===== src/rtl/hack_bitwise_pkg.sv =====
// Shared types for the bitwise pipe: op encoding and the per-bit reference op.
// Optional flags build: HACK_BITWISE_PIPE_FLAGS_EN.
package hack_bitwise_pkg;

    typedef logic [2:0] op_t;

    localparam op_t OP_NOT_A = 3'd0;
    localparam op_t OP_AND   = 3'd1;
    localparam op_t OP_OR    = 3'd2;
    localparam op_t OP_XOR   = 3'd3;
    localparam op_t OP_NAND  = 3'd4;
    localparam op_t OP_NOR   = 3'd5;
    localparam op_t OP_PASS  = 3'd6;
    localparam op_t OP_NOT_B = 3'd7;

    // Defined per bit so any operand width can reuse it without truncation.
    function automatic logic op_bit(op_t op, logic a, logic b);
        logic r;
        r = 1'b0;
        unique case (op)
            OP_NOT_A: r = ~a;
            OP_AND:   r = a & b;
            OP_OR:    r = a | b;
            OP_XOR:   r = a ^ b;
            OP_NAND:  r = ~(a & b);
            OP_NOR:   r = ~(a | b);
            OP_PASS:  r = a;
            OP_NOT_B: r = ~b;
        endcase
        return r;
    endfunction

endpackage


===== src/rtl/hack_bitwise_fifo.sv =====
// Generic WIDTH x DEPTH synchronous FIFO with occupancy output.
// Head reads as zero while empty so the output matches its reset value.
module hack_bitwise_fifo #(
    parameter int WIDTH = 16,
    parameter int DEPTH = 2
) (
    input  logic                     clk,
    input  logic                     rst_n,
    input  logic                     push,
    input  logic [WIDTH-1:0]         wdata,
    input  logic                     pop,
    output logic [WIDTH-1:0]         rdata,
    output logic                     full,
    output logic                     empty,
    output logic [$clog2(DEPTH):0]   level
);

    localparam int PW = $clog2(DEPTH);
    localparam int LW = PW + 1;

    logic [WIDTH-1:0] mem [DEPTH];
    logic [PW-1:0]    wr_ptr;
    logic [PW-1:0]    rd_ptr;
    logic             push_ok;
    logic             pop_ok;

    assign full    = (level == LW'(DEPTH));
    assign empty   = (level == '0);
    assign push_ok = push && !full;
    assign pop_ok  = pop && !empty;
    assign rdata   = empty ? '0 : mem[rd_ptr];

    always_ff @(posedge clk) begin
        if (push_ok) begin
            mem[wr_ptr] <= wdata;
        end
    end

    // DEPTH is a power of two, so pointers wrap naturally.
    always_ff @(posedge clk or negedge rst_n) begin
        if (!rst_n) begin
            wr_ptr <= '0;
            rd_ptr <= '0;
            level  <= '0;
        end else begin
            if (push_ok) begin
                wr_ptr <= wr_ptr + PW'(1);
            end
            if (pop_ok) begin
                rd_ptr <= rd_ptr + PW'(1);
            end
            unique case ({push_ok, pop_ok})
                2'b10:   level <= level + LW'(1);
                2'b01:   level <= level - LW'(1);
                default: level <= level;
            endcase
        end
    end

endmodule


===== src/rtl/hack_bitwise_pipe.sv =====
// Selectable bitwise op on WIDTH-bit operands, buffered in a DEPTH-entry FIFO.
// HACK_BITWISE_PIPE_FLAGS_EN adds per-beat zero/negative flags (out_zr, out_ng).
module hack_bitwise_pipe
    import hack_bitwise_pkg::*;
#(
    parameter int WIDTH = 16,
    parameter int DEPTH = 2
) (
    input  logic                     clk,
    input  logic                     rst_n,
    input  logic                     in_valid,
    output logic                     in_ready,
    input  logic [2:0]               in_op,
    input  logic [WIDTH-1:0]         in_a,
    input  logic [WIDTH-1:0]         in_b,
    output logic                     out_valid,
    input  logic                     out_ready,
    output logic [WIDTH-1:0]         out_data,
`ifdef HACK_BITWISE_PIPE_FLAGS_EN
    output logic                     out_zr,
    output logic                     out_ng,
`endif
    output logic [$clog2(DEPTH):0]   level
);

`ifdef HACK_BITWISE_PIPE_FLAGS_EN
    localparam int FW = WIDTH + 2;
`else
    localparam int FW = WIDTH;
`endif

    logic [WIDTH-1:0] result;
    logic [FW-1:0]    wdata;
    logic [FW-1:0]    rdata;
    logic             full;
    logic             empty;

    always_comb begin
        result = '0;
        for (int i = 0; i < WIDTH; i++) begin
            result[i] = op_bit(op_t'(in_op), in_a[i], in_b[i]);
        end
    end

`ifdef HACK_BITWISE_PIPE_FLAGS_EN
    // Flags ride in the top two bits of each entry.
    assign wdata    = {result[WIDTH-1], ~|result, result};
    assign out_data = rdata[WIDTH-1:0];
    assign out_zr   = rdata[WIDTH];
    assign out_ng   = rdata[WIDTH+1];
`else
    assign wdata    = result;
    assign out_data = rdata;
`endif

    assign in_ready  = !full;
    assign out_valid = !empty;

    hack_bitwise_fifo #(
        .WIDTH (FW),
        .DEPTH (DEPTH)
    ) u_fifo (
        .clk   (clk),
        .rst_n (rst_n),
        .push  (in_valid),
        .wdata (wdata),
        .pop   (out_ready),
        .rdata (rdata),
        .full  (full),
        .empty (empty),
        .level (level)
    );

endmodule

===== config.mk =====
export PLATFORM = sky130hd
export DESIGN_NAME = hack_bitwise_pipe
export DESIGN_NICKNAME = d
export VERILOG_FILES = /design/src/rtl/hack_bitwise_pkg.sv /design/src/rtl/hack_bitwise_fifo.sv /design/src/rtl/hack_bitwise_pipe.sv
export SDC_FILE = /design/constraint.sdc
export NUM_CORES = 1
export LEC_CHECK = 0
export BUFFER_PORTS_ARGS = -buffer_cell sky130_fd_sc_hd__buf_2
export CORE_UTILIZATION = 50
export DETAILED_ROUTE_END_ITERATION = 12
export PLACE_DENSITY = 0.73
export SETUP_SLACK_MARGIN = 0.02
export SYNTH_ARGS = -nofsm -noshare
export SYNTH_HDL_FRONTEND = slang
export SYNTH_SLANG_ARGS = --single-unit

===== constraint.sdc =====
create_clock -name clk -period 2 [get_ports clk]
set_input_delay 0.4 -clock clk [delete_from_list [all_inputs] [get_ports clk]]
set_output_delay 0.4 -clock clk [all_outputs]
set_load 0.03 [all_outputs]

== After elaboration in Yosys (flattened, before gate mapping) ==
Memories as Yosys holds them, arrays and structs flattened.
Index checks and enable logic that the tools add are counted.

* Flip-flop bits (word level): 4
* Memory bits (writable): 32
* Bits of input ports: 39
* Output and inout port bits: 20
* Word-level logic and storage cells: 157
* Memories: 1

* Add/subtract/negate cells: 4
* Equal/unequal tests: 10
* Mux-type cells: 20
* Bitwise gates (word level): 112
* Reduce and logical (&&, ||, !) cells: 7

{| class="wikitable"
|+ Memories
! memory !! words !! bits a word !! rd ports !! clocked after memory_dff !! write ports !! RTL line !! RTL
|-
| u_fifo.mem || 2 || 16 || 1 || 0 || 1 || hack_bitwise_fifo.sv:21 || <nowiki>logic [WIDTH-1:0] mem [DEPTH];</nowiki>
|}

{| class="wikitable"
|+ Operator list
! cell !! count
|-
| one-hot mux 1 bit (8 select lines) || 16
|-
| NOT 1 bit || 64
|-
| bitwise AND 1 bit || 16
|-
| 2-to-1 mux 16 bit || 1
|-
| bitwise OR 1 bit || 16
|-
| bitwise XOR 1 bit || 16
|-
| equality test 3 bit (second input constant) || 4
|-
| equality test 3 x 2 -> 1 bit (second input constant) || 2
|-
| equality test 2 bit (second input constant) || 2
|-
| one-hot mux 2 bit (2 select lines) || 1
|-
| equality test 3 x 1 -> 1 bit (second input constant) || 1
|-
| logical NOT 3 bit || 1
|-
| adder 1 bit (second input constant) || 2
|-
| adder 2 x 1 -> 2 bit (second input constant) || 1
|-
| equality test 2 x 1 -> 1 bit (second input constant) || 1
|-
| logical AND 1 bit || 2
|-
| logical NOT 1 bit || 2
|-
| logical NOT 2 bit || 1
|-
| 2-to-1 mux 1 bit || 2
|-
| nonzero test 2 bit || 1
|-
| subtractor 2 x 1 -> 2 bit (second input constant) || 1
|}

== Depth between registers and ports, before layout ==
* Depth after elaboration: 5
* Depth in mapped cells: 6
* Mapped depth without buffers: 6

== Cells and area by module ==
Synthesis repeated with hierarchy kept, for this count alone.

* Cell total of the unflattened synthesis: 318
* Area total of the unflattened synthesis: 3094.2 µm²

{| class="wikitable"
|+ By module, submodules not included
! module !! instances !! cells each !! area each (µm²) !! seq. area each (µm²)
|-
| hack_bitwise_pipe || 1 || 233 || 1685.4 || 0.0
|-
| hack_bitwise_fifo || 1 || 85 || 1408.9 || 1061.0
|}

== Worst setup path before layout ==
Ideal clock, no wire load.

* Path type: register -> register
* Start: register u_fifo.level[0]
* End: memory u_fifo.mem[0][0] (enable)
* Library setup time: 388 ps
* Arrival time: 1819 ps
* Data required time: 1612 ps
* Slack: -207 ps
* Stages on the path, launching flop included: 4
* Buffers on the path: 0
* Clock period less this slack: 2207 ps
* Cells stage by stage: dfrtp_1 nand2b_1 nand2_1 nor2_1

* Word-level cells in the longest chain between the ends: 5

{| class="wikitable"
|+ RTL lines
! item !! RTL line !! RTL
|-
| start: declaration || hack_bitwise_fifo.sv:15 || <nowiki>output logic [$clog2(DEPTH):0] level</nowiki>
|-
| start signal: assignment || hack_bitwise_fifo.sv:53 || <nowiki>2'b10: level <= level + LW'(1);</nowiki>
|-
| start signal: assignment || hack_bitwise_fifo.sv:54 || <nowiki>2'b01: level <= level - LW'(1);</nowiki>
|-
| start signal: assignment || hack_bitwise_fifo.sv:55 || <nowiki>default: level <= level;</nowiki>
|-
| equality test 2 bit || hack_bitwise_fifo.sv:27 || <nowiki>assign full = (level == LW'(DEPTH));</nowiki>
|-
| logical NOT 1 bit || n/a ||
|-
| via in_ready || hack_bitwise_pipe.sv:12 || <nowiki>output logic in_ready,</nowiki>
|-
| logical AND 1 bit || hack_bitwise_fifo.sv:29 || <nowiki>assign push_ok = push && !full;</nowiki>
|-
| 2-to-1 mux 1 bit || hack_bitwise_fifo.sv:34 || <nowiki>if (push_ok) begin</nowiki>
|-
| 2-to-1 mux 1 bit (implied by the code) || hack_bitwise_fifo.sv:35 || <nowiki>mem[wr_ptr] <= wdata;</nowiki>
|-
| end: declaration || hack_bitwise_fifo.sv:21 ||
|}

The timed path passes the listed nets, and every way through them passes these cells.

== Worst setup path after layout ==
* Start: register u_fifo.rd_ptr
* End: output port out_data[4]

* Word-level cells in the longest chain between the ends: 2

{| class="wikitable"
|+ RTL lines
! item !! RTL line !! RTL
|-
| start: declaration || hack_bitwise_fifo.sv:23 || <nowiki>logic [PW-1:0] rd_ptr;</nowiki>
|-
| start signal: assignment || hack_bitwise_fifo.sv:50 || <nowiki>rd_ptr <= rd_ptr + PW'(1);</nowiki>
|-
| memory read (2 x 16 bit) || n/a ||
|-
| 2-to-1 mux 16 bit || hack_bitwise_fifo.sv:31 || <nowiki>assign rdata = empty ? '0 : mem[rd_ptr];</nowiki>
|-
| end: declaration || hack_bitwise_pipe.sv:18 || <nowiki>output logic [WIDTH-1:0] out_data,</nowiki>
|}

No other way between the ends.

==> results.sh <==
export IMPL_outcome="complete, but fails checks"
export IMPL_violations="DRC"
export IMPL_post_synth_mux_area_share_pct=11.4
export IMPL_p_leak_nw=1.67
export IMPL_ys_warn_count=0
export IMPL_die_h_um=79.9
export IMPL_vias_per_cell=5.53
export IMPL_coreArea_mm2=0.00589
export IMPL_grt_antenna_before_repair=0
export IMPL_vias=2516
export IMPL_yosysSeqAreaShare_pct=34.9
export IMPL_ys_types=35
export IMPL_cts_sinks=36
export IMPL_dr_pass1_iters=8
export IMPL_io_pins=59
export IMPL_synth_area_top_cells="edfxtp_1, ha_1, mux2i_1, nor2_1, inv_1"
export IMPL_startpoint_type="register"
export IMPL_maxCapViolCount=0
export IMPL_grt_max_degree=35
export IMPL_holdWs_ns=0.454
export IMPL_htree_num_levels=2
export IMPL_io_buffers=58
export IMPL_path_cells="buf_4, mux2i_1, nor2_1, buf_2"
export IMPL_synth_top_area_share_pct=31.6
export IMPL_syn_cell_area_mm2=0.00304
export IMPL_ys_flop_type="edfxtp_1"
export IMPL_hpwl_um=4710
export IMPL_area_growth_pct=15.1
export IMPL_max_slew_margin_pct=68.2
export IMPL_timing_max_transition_violations_final=0
export IMPL_synthXorXnorAreaFrac_pct=1.44
export IMPL_power_density_mw_per_mm2=965
export IMPL_timing_final_crit_period_ns=1.79
export IMPL_diodes=0
export IMPL_criticalPathCategory="reg -> out"
export IMPL_clk_pin_slew_ns=0.07
export IMPL_setup_viol=0
export IMPL_r2r_start="u_fifo.level[0]$_DFFE_PN0P_"
export IMPL_endpoint_kind="primary output"
export IMPL_worstPathRequired_ns=1.60
export IMPL_cp_slowest_cell="dfrtp_1"
export IMPL_synth_adder_area_share_pct=13.6
export IMPL_nets=452
export IMPL_worstHoldPathType="in -> async"
export IMPL_grt_pass1_wl_um=10200
export IMPL_drc=1
export IMPL_syn_area_per_cell_um2=9.49
export IMPL_grt_usage_pct=20.3
export IMPL_grt_pass1_vias=2287
export IMPL_gr_total_overflow=0
export IMPL_fmax_mhz=560
export IMPL_layout_setup_ws_ns=0.213
export IMPL_cp_max_fo=17
export IMPL_final_util_pct=59.4
export IMPL_rows=28
export IMPL_rsz0062_at_grt="false"
export IMPL_synth_top_cell_by_area="edfxtp_1"
export IMPL_gp_congestion=0.836
export IMPL_antenna_left=0
export IMPL_synth_edf_count=32
export IMPL_synth_cells=320
export IMPL_cts_path_max_buffers=2
export IMPL_final_hold_viol_count=0
export IMPL_die_x_um=79.9
export IMPL_dp_worst_setup_slack_ns=0.0652
export IMPL_crit_path_start="u_fifo.rd_ptr$_DFFE_PN0P_"
export IMPL_cp_slowest_stage_delay_ns=0.33
export IMPL_min_period_over_period_pct=89.3
export IMPL_synth_compound_area_share_pct=21.3
export IMPL_die_area_mm2=0.00639
export IMPL_worstPathArrival_ns=1.39
export IMPL_ys_ff_latch=36
export IMPL_syn_nets=392
export IMPL_wirelength_um=6320
export IMPL_numCtsBuffers=5
export IMPL_first_iter_violations=78
export IMPL_synth_simple_area_share_pct=8.45
export IMPL_synth_top_family_by_area="compound AO/OA/AOI/OAI gates"
export IMPL_root_buffer="clkbuf_8"
export IMPL_ir_drop_mv=0.955
export IMPL_start_util_pct=51.6
export IMPL_worst_pin_slew_ns=0.477
export IMPL_postCtsSetupBuffers=0
export IMPL_cts_tree="done"
export IMPL_setup_tns_final_ns=0
export IMPL_skew_ns=0.00575
export IMPL_avgRoutedWirePerCell_um=13.9
export IMPL_async_flop_share_pct=11.1
export IMPL_drive_above_1_share_pct=23.7
export IMPL_clock_latency_ns=0.28
==> final cells by class <==
| type | count | area [µm²] |
|---|---|---|
| clock buffers | 5 | 68.8 |
| inverters | 35 | 135 |
| flip-flops and latches | 36 | 1060 |
| repair buffers | 75 | 420 |
| multi-input cells | 227 | 1710 |
| well taps | 75 | 93.8 |
| fillers | 530 | 2390 |
| clock inverters | 2 | 7.51 |
==> timing repair <==
item	CTS	global route
hold buffers	1	0
gates resized for setup	0	0
hold endpoints to repair	4	0
==> metrics by stage <==
step	std cells	total power, mW	instance area (µm²)
floorplan	320	2.44	3040
global route	455	3.59	3490
CTS	455	3.40	3490
finish	455	3.37	3490
global placement	447	2.91	3410
detailed placement	447	2.96	3410
==> routing by layer <==
| metal | vias up | GRT usage, % | wire length [µm] |
|---|---|---|---|
| met3 | 8 | 2.51 | 311 |
| met2 | 65 | 33.9 | 2940 |
| met5 | - | 0 | 0 |
| li1 | 1273 | - | - |
| met1 | 1170 | 27.3 | 3010 |
| met4 | 0 | 5.89 | 61 |
==> cell usage in the layout (no fill, tap or decap), types with 2 or more instances in the layout <==
cell / instances
a221oi_2: 3
a221oi_1: 4
nor2_2: 2
buf_2: 58
o211ai_1: 4
a22o_1: 4
nand2_1: 18
nor2_1: 35
inv_1: 33
dfrtp_1: 4
mux2_4: 3
buf_4: 16
xnor2_1: 3
o21bai_1: 4
o21ai_0: 16
a2bb2oi_1: 11
nor2b_1: 2
nand2b_1: 3
a21oi_1: 21
o22ai_1: 19
xor2_1: 2
clkbuf_8: 5
a211o_1: 4
mux2i_1: 30
clkinv_1: 2
edfxtp_1: 32
ha_1: 33
==> critical path: cells and delay by family, from the launching register on <==
family / cells / cell delay, ns
buffers and inverters: 2 / 0.47
flip-flops: 1 / 0.33
multiplexers: 1 / 0.25
AND/OR/NAND/NOR: 1 / 0.06
==> synthesized netlist by cell type (2+ instances only) <==
master / count
a211o_1: 4
a21oi_1: 21
a221oi_1: 4
a221oi_2: 3
a22o_1: 4
a2bb2oi_1: 11
buf_2: 12
buf_4: 2
buf_6: 4
clkbuf_1: 4
dfrtp_1: 4
edfxtp_1: 32
ha_1: 33
inv_1: 33
mux2_4: 3
mux2i_1: 30
nand2_1: 18
nand2b_1: 3
nor2_1: 36
nor2b_1: 2
o211ai_1: 4
o21ai_0: 16
o21bai_1: 4
o22ai_1: 19
xnor2_1: 3
xor2_1: 2
==> where the power goes <==
part | switching, mW | internal, mW | leakage, nW
sequential | 0.0776 | 1.07 | 0.346
clock | 0.219 | 0.229 | 0.0391
combinational | 1.16 | 0.619 | 1.28
==> cells by family (layout without fill, tap and decap cells) <==
family	count (synthesis)	in the layout
xor+xnor	5	5
compound gates	94	94
buf+inv	57	117
flops	36	36
mux	33	33
simple gates	62	62
fa+ha+maj	33	33
==> final timing paths <==
| check | slack, ns | endpoint | cells past startpoint |
|---|---|---|---|
| setup / recovery | 0.21 | out_data[4] | 4 |
| hold / removal | 0.45 | u_fifo.level[1]$_DFFE_PN0P_ | 2 |
| setup reg to reg | 0.39 | u_fifo.level[1]$_DFFE_PN0P_ | 6 |
| hold reg to reg | 0.52 | u_fifo.level[1]$_DFFE_PN0P_ | 1 |
| max in group asynchronous | 1.42 | u_fifo.rd_ptr$_DFFE_PN0P_ | 2 |
| min in group clk | 0.48 | u_fifo.wr_ptr$_DFFE_PN0N_ | 3 |
==> state kept, by name, summed over array words and instances (netlist names) <==
register,flops
u_fifo.mem,32
u_fifo.level,2
u_fifo.rd_ptr,1
u_fifo.wr_ptr,1
(Power assumes the default switching activity.)
